[config.mk]
export PLATFORM = sky130hd
export DESIGN_NAME = vga_timing_pattern_flat
export DESIGN_NICKNAME = d
export VERILOG_FILES = /design/src/rtl/vga_timing_pattern_if.sv /design/src/rtl/vga_timing_pattern.sv /design/src/flat_wrapper.sv
export SDC_FILE = /design/constraint.sdc
export NUM_CORES = 1
export LEC_CHECK = 0
export CAP_MARGIN = 5
export CELL_PAD_IN_SITES_DETAIL_PLACEMENT = 0
export CELL_PAD_IN_SITES_GLOBAL_PLACEMENT = 2
export CORE_MARGIN = 2
export CORE_UTILIZATION = 35
export CTS_CLUSTER_DIAMETER = 120
export DETAILED_ROUTE_END_ITERATION = 10
export PLACE_DENSITY_LB_ADDON = 0.1
export SETUP_SLACK_MARGIN = 0.15
export SYNTH_ARGS = -nofsm -noshare
export SYNTH_HDL_FRONTEND = slang
export SYNTH_SLANG_ARGS = --single-unit
[constraint.sdc]
create_clock -name clk -period 3.42 [get_ports clk]
set_clock_uncertainty 0.2 [all_clocks]
set_input_delay 0.342 -clock clk [delete_from_list [all_inputs] [get_ports clk]]
set_output_delay 0.342 -clock clk [all_outputs]
set_load 0.01 [all_outputs]
[src/rtl/vga_timing_pattern_if.sv]
// vga_timing_pattern_if: VGA pixel bus of 4-bit R/G/B as discrete bits plus HSYNC/VSYNC.
interface vga_timing_pattern_if;
    logic r0, r1, r2, r3;
    logic g0, g1, g2, g3;
    logic b0, b1, b2, b3;
    logic hs, vs;
    modport master (output r0, r1, r2, r3, g0, g1, g2, g3, b0, b1, b2, b3, hs, vs);
    modport slave (input r0, r1, r2, r3, g0, g1, g2, g3, b0, b1, b2, b3, hs, vs);
endinterface

[src/rtl/vga_timing_pattern.sv]
// vga_timing_pattern: 640x480@60 VGA timing with 8 colour bars and a 1-pixel white frame.
// Define VGA_CHECKER_EN to replace the bars with a 32x32 black/white checkerboard.
module vga_timing_pattern #(
    parameter int H_ACTIVE = 640,
    parameter int H_FP = 16,
    parameter int H_SYNC = 96,
    parameter int H_BP = 48,
    parameter int V_ACTIVE = 480,
    parameter int V_FP = 10,
    parameter int V_SYNC = 2,
    parameter int V_BP = 33,
    parameter bit SYNC_ACTIVE = 1'b0
) (
    input logic clk,
    input logic rst,
    vga_timing_pattern_if.master vga
);
    localparam int H_TOTAL = H_ACTIVE + H_FP + H_SYNC + H_BP;
    localparam int V_TOTAL = V_ACTIVE + V_FP + V_SYNC + V_BP;
    localparam int HS_START = H_ACTIVE + H_FP;
    localparam int VS_START = V_ACTIVE + V_FP;
    logic [9:0] count_h_q, count_h_d, count_v_q, count_v_d;
    logic [11:0] rgb_q, rgb_d, pat;
    logic hs_q, hs_d, vs_q, vs_d;
    logic h_last, blank, wht;
`ifndef VGA_CHECKER_EN
    localparam int BAR_W = H_ACTIVE / 8;
    logic [2:0] bar;
`endif
    always_comb begin
        h_last = count_h_q == 10'(H_TOTAL - 1);
        count_h_d = h_last ? '0 : count_h_q + 10'd1;
        count_v_d = !h_last ? count_v_q : (count_v_q == 10'(V_TOTAL - 1)) ? '0 : count_v_q + 10'd1;
        blank = (count_h_q >= 10'(H_ACTIVE)) | (count_v_q >= 10'(V_ACTIVE));
        wht = !blank & ((count_h_q == '0) | (count_h_q == 10'(H_ACTIVE - 1)) |
                        (count_v_q == '0) | (count_v_q == 10'(V_ACTIVE - 1)));
`ifdef VGA_CHECKER_EN
        pat = {12{count_h_q[5] ^ count_v_q[5]}};
`else
        bar = '0;
        for (int i = 1; i < 8; i++) bar = bar + {2'b0, count_h_q >= 10'(i * BAR_W)};
        // bar order white,yellow,cyan,green,magenta,red,blue,black maps onto inverted index bits
        pat = {{4{!bar[1]}}, {4{!bar[2]}}, {4{!bar[0]}}};
`endif
        rgb_d = blank ? '0 : wht ? '1 : pat;
        hs_d = (count_h_q >= 10'(HS_START) && count_h_q <= 10'(HS_START + H_SYNC - 1)) ? SYNC_ACTIVE : !SYNC_ACTIVE;
        vs_d = (count_v_q >= 10'(VS_START) && count_v_q <= 10'(VS_START + V_SYNC - 1)) ? SYNC_ACTIVE : !SYNC_ACTIVE;
    end
    always_ff @(posedge clk or negedge rst) begin
        if (!rst) begin
            count_h_q <= '0;
            count_v_q <= '0;
            rgb_q <= '0;
            hs_q <= !SYNC_ACTIVE;
            vs_q <= !SYNC_ACTIVE;
        end else begin
            count_h_q <= count_h_d;
            count_v_q <= count_v_d;
            rgb_q <= rgb_d;
            hs_q <= hs_d;
            vs_q <= vs_d;
        end
    end
    assign {vga.r3, vga.r2, vga.r1, vga.r0, vga.g3, vga.g2, vga.g1, vga.g0,
            vga.b3, vga.b2, vga.b1, vga.b0} = rgb_q;
    assign vga.hs = hs_q;
    assign vga.vs = vs_q;
endmodule

[src/flat_wrapper.sv]
// flat-port wrapper written by rule: the top's interface ports become plain ports
module vga_timing_pattern_flat 
#(
    parameter int H_ACTIVE = 640,
    parameter int H_FP = 16,
    parameter int H_SYNC = 96,
    parameter int H_BP = 48,
    parameter int V_ACTIVE = 480,
    parameter int V_FP = 10,
    parameter int V_SYNC = 2,
    parameter int V_BP = 33,
    parameter bit SYNC_ACTIVE = 1'b0
)
  (clk, rst, vga_r0, vga_r1, vga_r2, vga_r3, vga_g0, vga_g1, vga_g2, vga_g3, vga_b0, vga_b1, vga_b2, vga_b3, vga_hs, vga_vs);
  vga_timing_pattern_if vga_i ();
  input logic clk;
  input logic rst;
  output wire logic [$bits(vga_i.r0)-1:0] vga_r0;
  output wire logic [$bits(vga_i.r1)-1:0] vga_r1;
  output wire logic [$bits(vga_i.r2)-1:0] vga_r2;
  output wire logic [$bits(vga_i.r3)-1:0] vga_r3;
  output wire logic [$bits(vga_i.g0)-1:0] vga_g0;
  output wire logic [$bits(vga_i.g1)-1:0] vga_g1;
  output wire logic [$bits(vga_i.g2)-1:0] vga_g2;
  output wire logic [$bits(vga_i.g3)-1:0] vga_g3;
  output wire logic [$bits(vga_i.b0)-1:0] vga_b0;
  output wire logic [$bits(vga_i.b1)-1:0] vga_b1;
  output wire logic [$bits(vga_i.b2)-1:0] vga_b2;
  output wire logic [$bits(vga_i.b3)-1:0] vga_b3;
  output wire logic [$bits(vga_i.hs)-1:0] vga_hs;
  output wire logic [$bits(vga_i.vs)-1:0] vga_vs;
  assign vga_r0 = vga_i.r0;
  assign vga_r1 = vga_i.r1;
  assign vga_r2 = vga_i.r2;
  assign vga_r3 = vga_i.r3;
  assign vga_g0 = vga_i.g0;
  assign vga_g1 = vga_i.g1;
  assign vga_g2 = vga_i.g2;
  assign vga_g3 = vga_i.g3;
  assign vga_b0 = vga_i.b0;
  assign vga_b1 = vga_i.b1;
  assign vga_b2 = vga_i.b2;
  assign vga_b3 = vga_i.b3;
  assign vga_hs = vga_i.hs;
  assign vga_vs = vga_i.vs;
  vga_timing_pattern #(.H_ACTIVE(H_ACTIVE), .H_FP(H_FP), .H_SYNC(H_SYNC), .H_BP(H_BP), .V_ACTIVE(V_ACTIVE), .V_FP(V_FP), .V_SYNC(V_SYNC), .V_BP(V_BP), .SYNC_ACTIVE(SYNC_ACTIVE)) u_core (.clk(clk), .rst(rst), .vga(vga_i));
endmodule
Word level (Yosys, flattened, before mapping)

Cells that the tools add are included.

Add/subtract/negate cells: 8
Multipliers: 0
Divide/modulo/power cells: 0
$lt $le $gt $ge: 13
Eq/ne operators: 4
Shift operators: 0
Muxes and demuxes: 6
Bitwise gates (word level): 5
Reductions and logical operators: 8

Operator list:

| operator              | count |
|---|---|
| $ge 10x9->1 const B   | 5 |
| $eq 10x10->1 const B  | 3 |
| $ge 10x10->1 const B  | 3 |
| $mux 12               | 2 |
| $add 10x1->10 const B | 2 |
| $ge 10x8->1 const B   | 2 |
| $logic_not 10->1      | 2 |
| $mux 10               | 2 |
| $add 3x1->3           | 5 |
| $eq 10x9->1 const B   | 1 |
| $ge 10x7->1 const B   | 1 |
| $le 10x10->1 const B  | 1 |
| $le 10x9->1 const B   | 1 |
| $logic_not 1->1       | 4 |
| $or 1x1->1            | 4 |
| $add 1x1->2           | 1 |
| $logic_and 1x1->1     | 2 |
| $mux 1                | 2 |
| $and 1x1->1           | 1 |

Register bits: 34
Bits in latches: 0
Bits in writable memories: 0
Bits in read-only memories: 0
Input bits: 2
Output and inout bits: 14
Word-level logic and storage cells: 49
Memories: 0

Logic depth before layout (Yosys ltp)

Gate-level depths: netlist of the first run.

Depth after elaboration: 10
Depth in mapped cells: 10
Gate-level depth less buffers: 8

Worst setup path after synthesis of the first run

Ideal clock, no wire load.

Path kind: register -> register
From: register u_core.count_h_q[6]
To: register u_core.rgb_q[7]
Data arrival time: 2.772 ns
Required time: 3.078 ns
Path slack: 0.306 ns
Stages on the path, launching flop included: 11
Buffers on the path: 2
Clock period less this slack: 3.114 ns
Path through: dfrtp_1 buf_6 or2_1 buf_6 a21o_1 fa_1 fa_1 ha_1 fa_1 xor2_1 a21oi_1

Cells in the longest elaborated chain, start to end: 10
Elaborated cells between the ends (all ways): 25

RTL lines:

| what                                       | line                     | source |
|---|---|---|
| start, declared                            | vga_timing_pattern.sv:22 | `logic [9:0] count_h_q, count_h_d, count_v_q, count_v_d;` |
| start signal, assigned                     | vga_timing_pattern.sv:57 | `count_h_q <= count_h_d;` |
| $ge 10x7->1 or $ge 10x8->1 (tied branches) | vga_timing_pattern.sv:41 | `for (int i = 1; i < 8; i++) bar = bar + {2'b0, count_h_q >= 10'(i * BAR_W)};` |
| $add 1x1->2                                | vga_timing_pattern.sv:41 |  |
| $add 3x1->3 (5 in a row)                   | vga_timing_pattern.sv:41 |  |
| $logic_not 1->1                            | vga_timing_pattern.sv:43 | `pat = {{4{!bar[1]}}, {4{!bar[2]}}, {4{!bar[0]}}};` |
| $mux 12                                    | vga_timing_pattern.sv:45 | `rgb_d = blank ? '0 : wht ? '1 : pat;` |
| $mux 12 (*)                                | vga_timing_pattern.sv:45 |  |
| end signal, assigned                       | vga_timing_pattern.sv:59 | `rgb_q <= rgb_d;` |
| end, declared                              | vga_timing_pattern.sv:23 | `logic [11:0] rgb_q, rgb_d, pat;` |

Mark *: on every way between the ends. The rest lies on a longest branch, timed or not.
A chain may end at the register's enable or synchronous reset.

Final worst setup path of the first run

Same ends and word-level chain as after synthesis.

==> results.toml, run 1 <==
[sta]
timing.fmax_ghz = 0.326
grt_setup_unrepaired = "false"
worst_slew_pin_slew_ps = 637
timing.final.hold_violations = 0
layout_min_cycle_time_ps = 3070
post_route_setup_tns_ps = 0
setup_viol = 0
hold_ws_ps = 235
slew-limit-headroom_pct = 57.3
layout_worst_path_cycle_share_pct = 89.8
report.final.slew_viol_count = 0

[yosys]
synth_flop_cell = "sky130_fd_sc_hd__dfrtp_1"
yosys.cell_types.count = 41
postSynth.asyncResetShare_pct = 100
mappedNetlistNets = 178
synth_edf_count = 0
portion_of_netlist_area_occupied_by_mux_cells_pct = 1.26
mappedNetlistArea_sq_um = 1580
yosys_register_bits = 25
seq_area_frac_synth_pct = 39.7
synth-warning-count = 0
syn_avg_cell_area_sq_um = 9.60
yosys.area_share.adder_pct = 10.1
synth_compound_area_share_pct = 6.48
synth_top_family_by_area = "simple AND/OR/NAND/NOR gates"
synth-xor-area-share_pct = 7.74
synthesis.instances = 165
synthSimpleGateAreaFrac_pct = 24.6

[placed_design]
port-buffer-count = 15
placed_area_sq_um = 1700
routabilityCongestion = 0.765
dp_hpwl_um = 2310

[cells_and_area]
num_antenna_cells = 0
nFillCells = 452
area_delta_synth_final_pct = 10.1
net_count_of_the_finished_layout = 183
seqCellArea_sq_um = 628
multi_input_area_sq_um = 796
postLayoutCoreUtil_pct = 40.1
finalInstanceArea_sq_um = 1740
layout-drive-gt1-share_pct = 8.28

[floorplanning]
num_io_pins = 16
die-width_um = 71.3
design.die.area_sq_um = 5080
core.rowCount = 24
floorplan.initialDensity_pct = 36.4
die_h_um = 71.3
floorplan.core_area_sq_um = 4350

[cts]
cts.repair_timing.setup_buffer_count = 0
cts_made_buffers = 3
ctsResizeCount = 0
cts_buffer_depth = 2
cts_tree = "yes"
cts_root_buffer = "sky130_fd_sc_hd__clkbuf_8"
clock-sinks = 25
cts_hold_buffers = 0
worst_skew_pair.late_latency_ps = 260
worst_setup_hold_path_clk_slew_ps = 90
ctsHtreeMaxLevel = 1

[power_and_ir_drop]
vdd.ir_drop.worst_uv = 217
power_density_nw_per_um2 = 274
p_leak_nw = 0.849

[worst_setup_path]
slowest_delay_ps = 490
cp_data_required_time_ps = 3350
timing.critical_path.arrival_ps = 3000
critical_path_source_type = "register"
path_class = "reg -> reg"
critical_path.slowest_cell = "sky130_fd_sc_hd__fa_1"
cp_num_buf_inv = 0
path_cells = "or2_1 > a21o_1 > fa_1 > fa_1 > ha_1 > fa_1 > xor2_1 > a21oi_1"
cpMostUsedCell = "sky130_fd_sc_hd__fa_1"
reg2reg_setup_slack_ps = 350
delay_heaviest_family_cp = "adder cells"
critical_path_endpoint_category = "register"
crit_path_max_fanout = 9

[grt]
first_global_vias = 1074
antenna_found_initial = 0
grt_pass1_wl_um = 5290
gr-usage-all-layers_pct = 13.3
grt.overflow.total = 0
grt_max_degree = 26

[worst_hold_path]
worst_hold_path_type = "in -> async"

[drt]
routed_via_density = 5.17
ant_nets = 0
avgRoutedWirePerCell_um = 13.9
post-route-drc-count = 0
drt-pass1-iter-count = 4
drt-total-wl_um = 3080
drt_iter0_markers = 65
via_count = 1143

[run]
cap_viol_max_count = 0

[status]
run_status = "finished clean"
synth_stat cells, types with 5 or more instances:
| cell | count | area share, % |
|---|---|---|
| sky130_fd_sc_hd__buf_4 | 9 | 4.3 |
| sky130_fd_sc_hd__nand4_1 | 5 | 2.0 |
| sky130_fd_sc_hd__nor2_1 | 15 | 3.6 |
| sky130_fd_sc_hd__nor3_1 | 5 | 1.6 |
| sky130_fd_sc_hd__inv_1 | 8 | 1.9 |
| sky130_fd_sc_hd__nand2_1 | 11 | 2.6 |
| sky130_fd_sc_hd__xnor2_1 | 7 | 3.9 |
| sky130_fd_sc_hd__nor4_1 | 5 | 2.0 |
| sky130_fd_sc_hd__ha_1 | 8 | 6.3 |
| sky130_fd_sc_hd__clkbuf_1 | 5 | 1.2 |
| sky130_fd_sc_hd__dfrtp_1 | 23 | 36 |
| sky130_fd_sc_hd__nand3_1 | 7 | 2.2 |
| sky130_fd_sc_hd__xor2_1 | 7 | 3.9 |
| sky130_fd_sc_hd__o21ai_0 | 8 | 2.5 |
final timing paths:
check | from | end | cells after the start
worst max-delay path | u_core.count_h_q[6]$_DFF_PN0_ | u_core.rgb_q[7]$_DFF_PN0_ | 8
worst min-delay path | rst | u_core.count_v_q[4]$_DFFE_PN0N_ | 2
worst max register to register | u_core.count_h_q[6]$_DFF_PN0_ | u_core.rgb_q[7]$_DFF_PN0_ | 8
worst min register to register | u_core.count_h_q[7]$_DFF_PN0_ | u_core.count_h_q[7]$_DFF_PN0_ | 1
max in group asynchronous | rst | u_core.vga.hs$_DFF_PN1_ | 2
min in group clk | u_core.count_h_q[7]$_DFF_PN0_ | u_core.count_h_q[7]$_DFF_PN0_ | 1
cells by family (layout without fill, tap and decap cells):
logic type | after synthesis | after routing
buffers and inverters | 27 | 31
DFF | 25 | 25
muxes | 2 | 2
adders and majority gates | 11 | 11
xor gates and xnor gates | 14 | 14
AOI/OAI and AO/OA | 17 | 17
and+or+nand+nor | 69 | 69
cell usage in the layout (no fill, tap or decap), types with 2 or more instances in the layout:
master and instances:
sky130_fd_sc_hd__dfstp_2 2, sky130_fd_sc_hd__dfrtp_1 23, sky130_fd_sc_hd__nand4_1 5, sky130_fd_sc_hd__xor2_1 7, sky130_fd_sc_hd__clkbuf_8 3, sky130_fd_sc_hd__a21oi_1 3
sky130_fd_sc_hd__inv_1 8, sky130_fd_sc_hd__o21ai_0 8, sky130_fd_sc_hd__nand2_1 11, sky130_fd_sc_hd__ha_1 8, sky130_fd_sc_hd__xnor2_1 7, sky130_fd_sc_hd__clkdlybuf4s50_1 15
sky130_fd_sc_hd__fa_1 3, sky130_fd_sc_hd__nor3b_1 2, sky130_fd_sc_hd__and3_1 3, sky130_fd_sc_hd__nor3_2 2, sky130_fd_sc_hd__buf_4 4, sky130_fd_sc_hd__or4_1 2
sky130_fd_sc_hd__nand3_1 7, sky130_fd_sc_hd__mux2i_1 2, sky130_fd_sc_hd__or3_1 2, sky130_fd_sc_hd__nor3_1 5, sky130_fd_sc_hd__nor4_1 5, sky130_fd_sc_hd__nor2_1 15
sequential cells by signal, indices dropped and copies added (netlist names):
signal / cells
u_core.vga.vs: 1
u_core.count_v_q: 10
u_core.count_h_q: 10
u_core.vga.hs: 1
u_core.rgb_q: 3
report_power, final:
group / switching (mW) / leakage (nW) / total [mW] / internal [mW]
sequential: 0 / 0.312 / 0.295 / 0.295
combinational: 0.00579 / 0.514 / 0.00754 / 0.00174
clock: 0.0910 / 0.0228 / 0.174 / 0.0833
total: 0.0968 / 0.849 / 0.477 / 0.380
worst register-to-register path, cell delays in order, from the launching register on:
cell and delay (ps):
sky130_fd_sc_hd__dfrtp_1 470, sky130_fd_sc_hd__or2_1 270, sky130_fd_sc_hd__a21o_1 190, sky130_fd_sc_hd__fa_1 480
sky130_fd_sc_hd__fa_1 490, sky130_fd_sc_hd__ha_1 220, sky130_fd_sc_hd__fa_1 380, sky130_fd_sc_hd__xor2_1 160
sky130_fd_sc_hd__a21oi_1 80
through the flow:
stage | cells | total power [mW] | setup WS [ps]
5_1_grt | 221 | 0.497 | 236
3_3_place_gp | 217 | 0.309 | 383
3_5_place_dp | 217 | 0.309 | 338
6_report | 221 | 0.477 | 349
4_1_cts | 221 | 0.486 | 325
2_1_floorplan | 165 | 0.301 | 306
cell type report:
type | instances | area share [%]
Multi-Input combinational cell | 113 | 45.6
Sequential cell | 25 | 36.0
Timing Repair Buffer | 19 | 10.3
Tap cell | 52 | 3.73
Clock buffer | 4 | 2.58
Inverter | 8 | 1.72
metal layers:
metal | part of all wire [%] | vias to the layer above | track usage (%)
li1 | - | 565 | -
met5 | 0 | - | 0
met4 | 0.85 | 0 | 2.52
met2 | 46 | 24 | 21.7
met3 | 4.1 | 2 | 3.52
met1 | 49 | 552 | 18.0
Power figures use the tool's default switching activity.
==> inputs of run 2 (changes only) <==
Settings changed: SKIP_LAST_GASP from default to 1.
==> results of run 2 <==
The final DEF is identical to that of run 1; final timing and power are the same.
==> inputs of run 3 (changes only) <==
Settings changed: CORE_ASPECT_RATIO from default to 0.5.
==> run 3 against run 2 <==
  * Cell count rose by 2.3%
  * Sequential share of layout area shrank 0.15 points
  * Wire length grew 3.0%
  * Via count increased by 0.44%
  * Register-to-register slack got worse by 30 ps
  * Critical endpoint unchanged
==> results.toml, run 3 (synthesis gave the netlist of run 1 again) <==
[status]
run_status = "finished clean"

[worst_setup_path]
path_class = "reg -> reg"
timing.critical_path.arrival_ps = 3110
critical_path_endpoint_category = "register"
crit_path_max_fanout = 8
critical_path_source_type = "register"
r2r_start = "u_core.count_h_q[6]$_DFF_PN0_"
cp_data_required_time_ps = 3430
worst_setup_sp = "u_core.count_h_q[6]$_DFF_PN0_"

[cts]
clock-sinks = 25
cts_root_buffer = "sky130_fd_sc_hd__clkbuf_8"
cts_made_buffers = 3
cts_tree = "yes"
cts_hold_buffers = 0
cts.repair_timing.setup_buffer_count = 0
cts_buffer_depth = 2
ctsResizeCount = 0
worst_setup_hold_path_clk_slew_ps = 100
ctsHtreeMaxLevel = 1
worst_skew_pair.late_latency_ps = 280

[cells_and_area]
layout-drive-gt1-share_pct = 8.88
finalInstanceArea_sq_um = 1750
postLayoutCoreUtil_pct = 40.0
num_antenna_cells = 0
post_layout_nonfiller_instances = 226
layout.cells.most_common = "sky130_fd_sc_hd__dfrtp_1"
net_count_of_the_finished_layout = 183
mostFrequentLayoutCells = "sky130_fd_sc_hd__dfrtp_1 (23), sky130_fd_sc_hd__nor2_1 (15), sky130_fd_sc_hd__clkdlybuf4s50_1 (15)"
area_delta_synth_final_pct = 10.6
layout_top_registers = "u_core.count_h_q x10, u_core.count_v_q x10, u_core.rgb_q x3"

[power_and_ir_drop]
p_total_mw = 0.487
vdd.ir_drop.worst_uv = 107
power_density_nw_per_um2 = 278
p_leak_nw = 0.850

[grt]
first_global_vias = 1125
grt_max_degree = 26
globalRouteMet1Util_pct = 20.6
grt_pass1_wl_um = 5590
met3_routing_resource_usage_after_global_routing_pct = 3.63
global_route.peak_usage_layer = "met2"
gr_met2_demand_resource_pct = 22.4
gr-usage-all-layers_pct = 14.2
grt.overflow.total = 0
antenna_found_initial = 0

[floorplanning]
design.die.area_sq_um = 5110
core.rowCount = 17
floorplan.core_area_sq_um = 4380
die-width_um = 99.1
die_h_um = 51.6
floorplan.initialDensity_pct = 36.2
num_io_pins = 16

[drt]
avgRoutedWirePerCell_um = 14.0
drt_iter0_markers = 48
routed_via_density = 5.08
via_count = 1148
drt-total-wl_um = 3170
drt-pass1-iter-count = 4
ant_nets = 0
post-route-drc-count = 0

[sta]
slew-limit-headroom_pct = 58.7
minimum_setup_slack_in_the_final_design_ps = 319
post_route_setup_tns_ps = 0
hold_ws_ps = 221
grt_setup_unrepaired = "false"
timing.fmax_ghz = 0.323
worst_slew_pin_slew_ps = 613
report.final.slew_viol_count = 0
layout_min_cycle_time_ps = 3100
setup_viol = 0
timing.final.hold_violations = 0
layout_worst_path_cycle_share_pct = 90.7

[placed_design]
port-buffer-count = 15
placed_area_sq_um = 1710
routabilityCongestion = 0.748
dp_hpwl_um = 2350
dpl_worst_slack_ps = 306
placed_cells_incl_taps = 222

[run]
cap_viol_max_count = 0

[worst_hold_path]
worst_hold_path_type = "in -> async"
-- run 3: cell count changes in the layout (fill, tap and decap cells not counted) --
cell,change
sky130_fd_sc_hd__clkinv_2,+1
sky130_fd_sc_hd__clkbuf_1,-1
-- run 3: worst max-delay path, stage by stage (launching register included) --
cell and delay (ps):
sky130_fd_sc_hd__dfrtp_1 380, sky130_fd_sc_hd__or2_1 340, sky130_fd_sc_hd__a21o_1 230, sky130_fd_sc_hd__fa_1 490
sky130_fd_sc_hd__fa_1 490, sky130_fd_sc_hd__ha_1 220, sky130_fd_sc_hd__fa_1 380, sky130_fd_sc_hd__xor2_1 170
sky130_fd_sc_hd__a21oi_1 140
-- run 3: worst paths after layout --
check | endpoint | slack, ps | cells after the start
setup / recovery | u_core.rgb_q[7]$_DFF_PN0_ | 320 | 8
hold / removal | u_core.count_v_q[7]$_DFFE_PN0N_ | 220 | 2
setup reg to reg | u_core.rgb_q[7]$_DFF_PN0_ | 320 | 8
hold reg to reg | u_core.count_h_q[0]$_DFF_PN0_ | 320 | 1
max in group asynchronous | u_core.vga.vs$_DFF_PN1_ | 2480 | 2
min in group clk | u_core.count_h_q[0]$_DFF_PN0_ | 320 | 1
-- run 3: final cells by class --
class | count | area (sq um)
multi-input combinational | 113 | 796
inverter | 8 | 30.0
tap | 57 | 71.3
timing repair buffer | 19 | 180
fill | 458 | 2630
clock inverter | 1 | 5.00
clock buffer | 3 | 41.3
sequential | 25 | 628
-- run 3: where the power goes --
group | internal (mW) | switching [mW] | total, mW
registers | 0.295 | 0 | 0.295
clock network | 0.0817 | 0.102 | 0.184
logic | 0.00175 | 0.00594 | 0.00768
total | 0.379 | 0.108 | 0.487
-- run 3: routing by layer --
layer	part of all wire (%)	wire [um]
met1	50	1600
met2	44	1400
met3	5.3	168
met4	0	0
met5	0	0
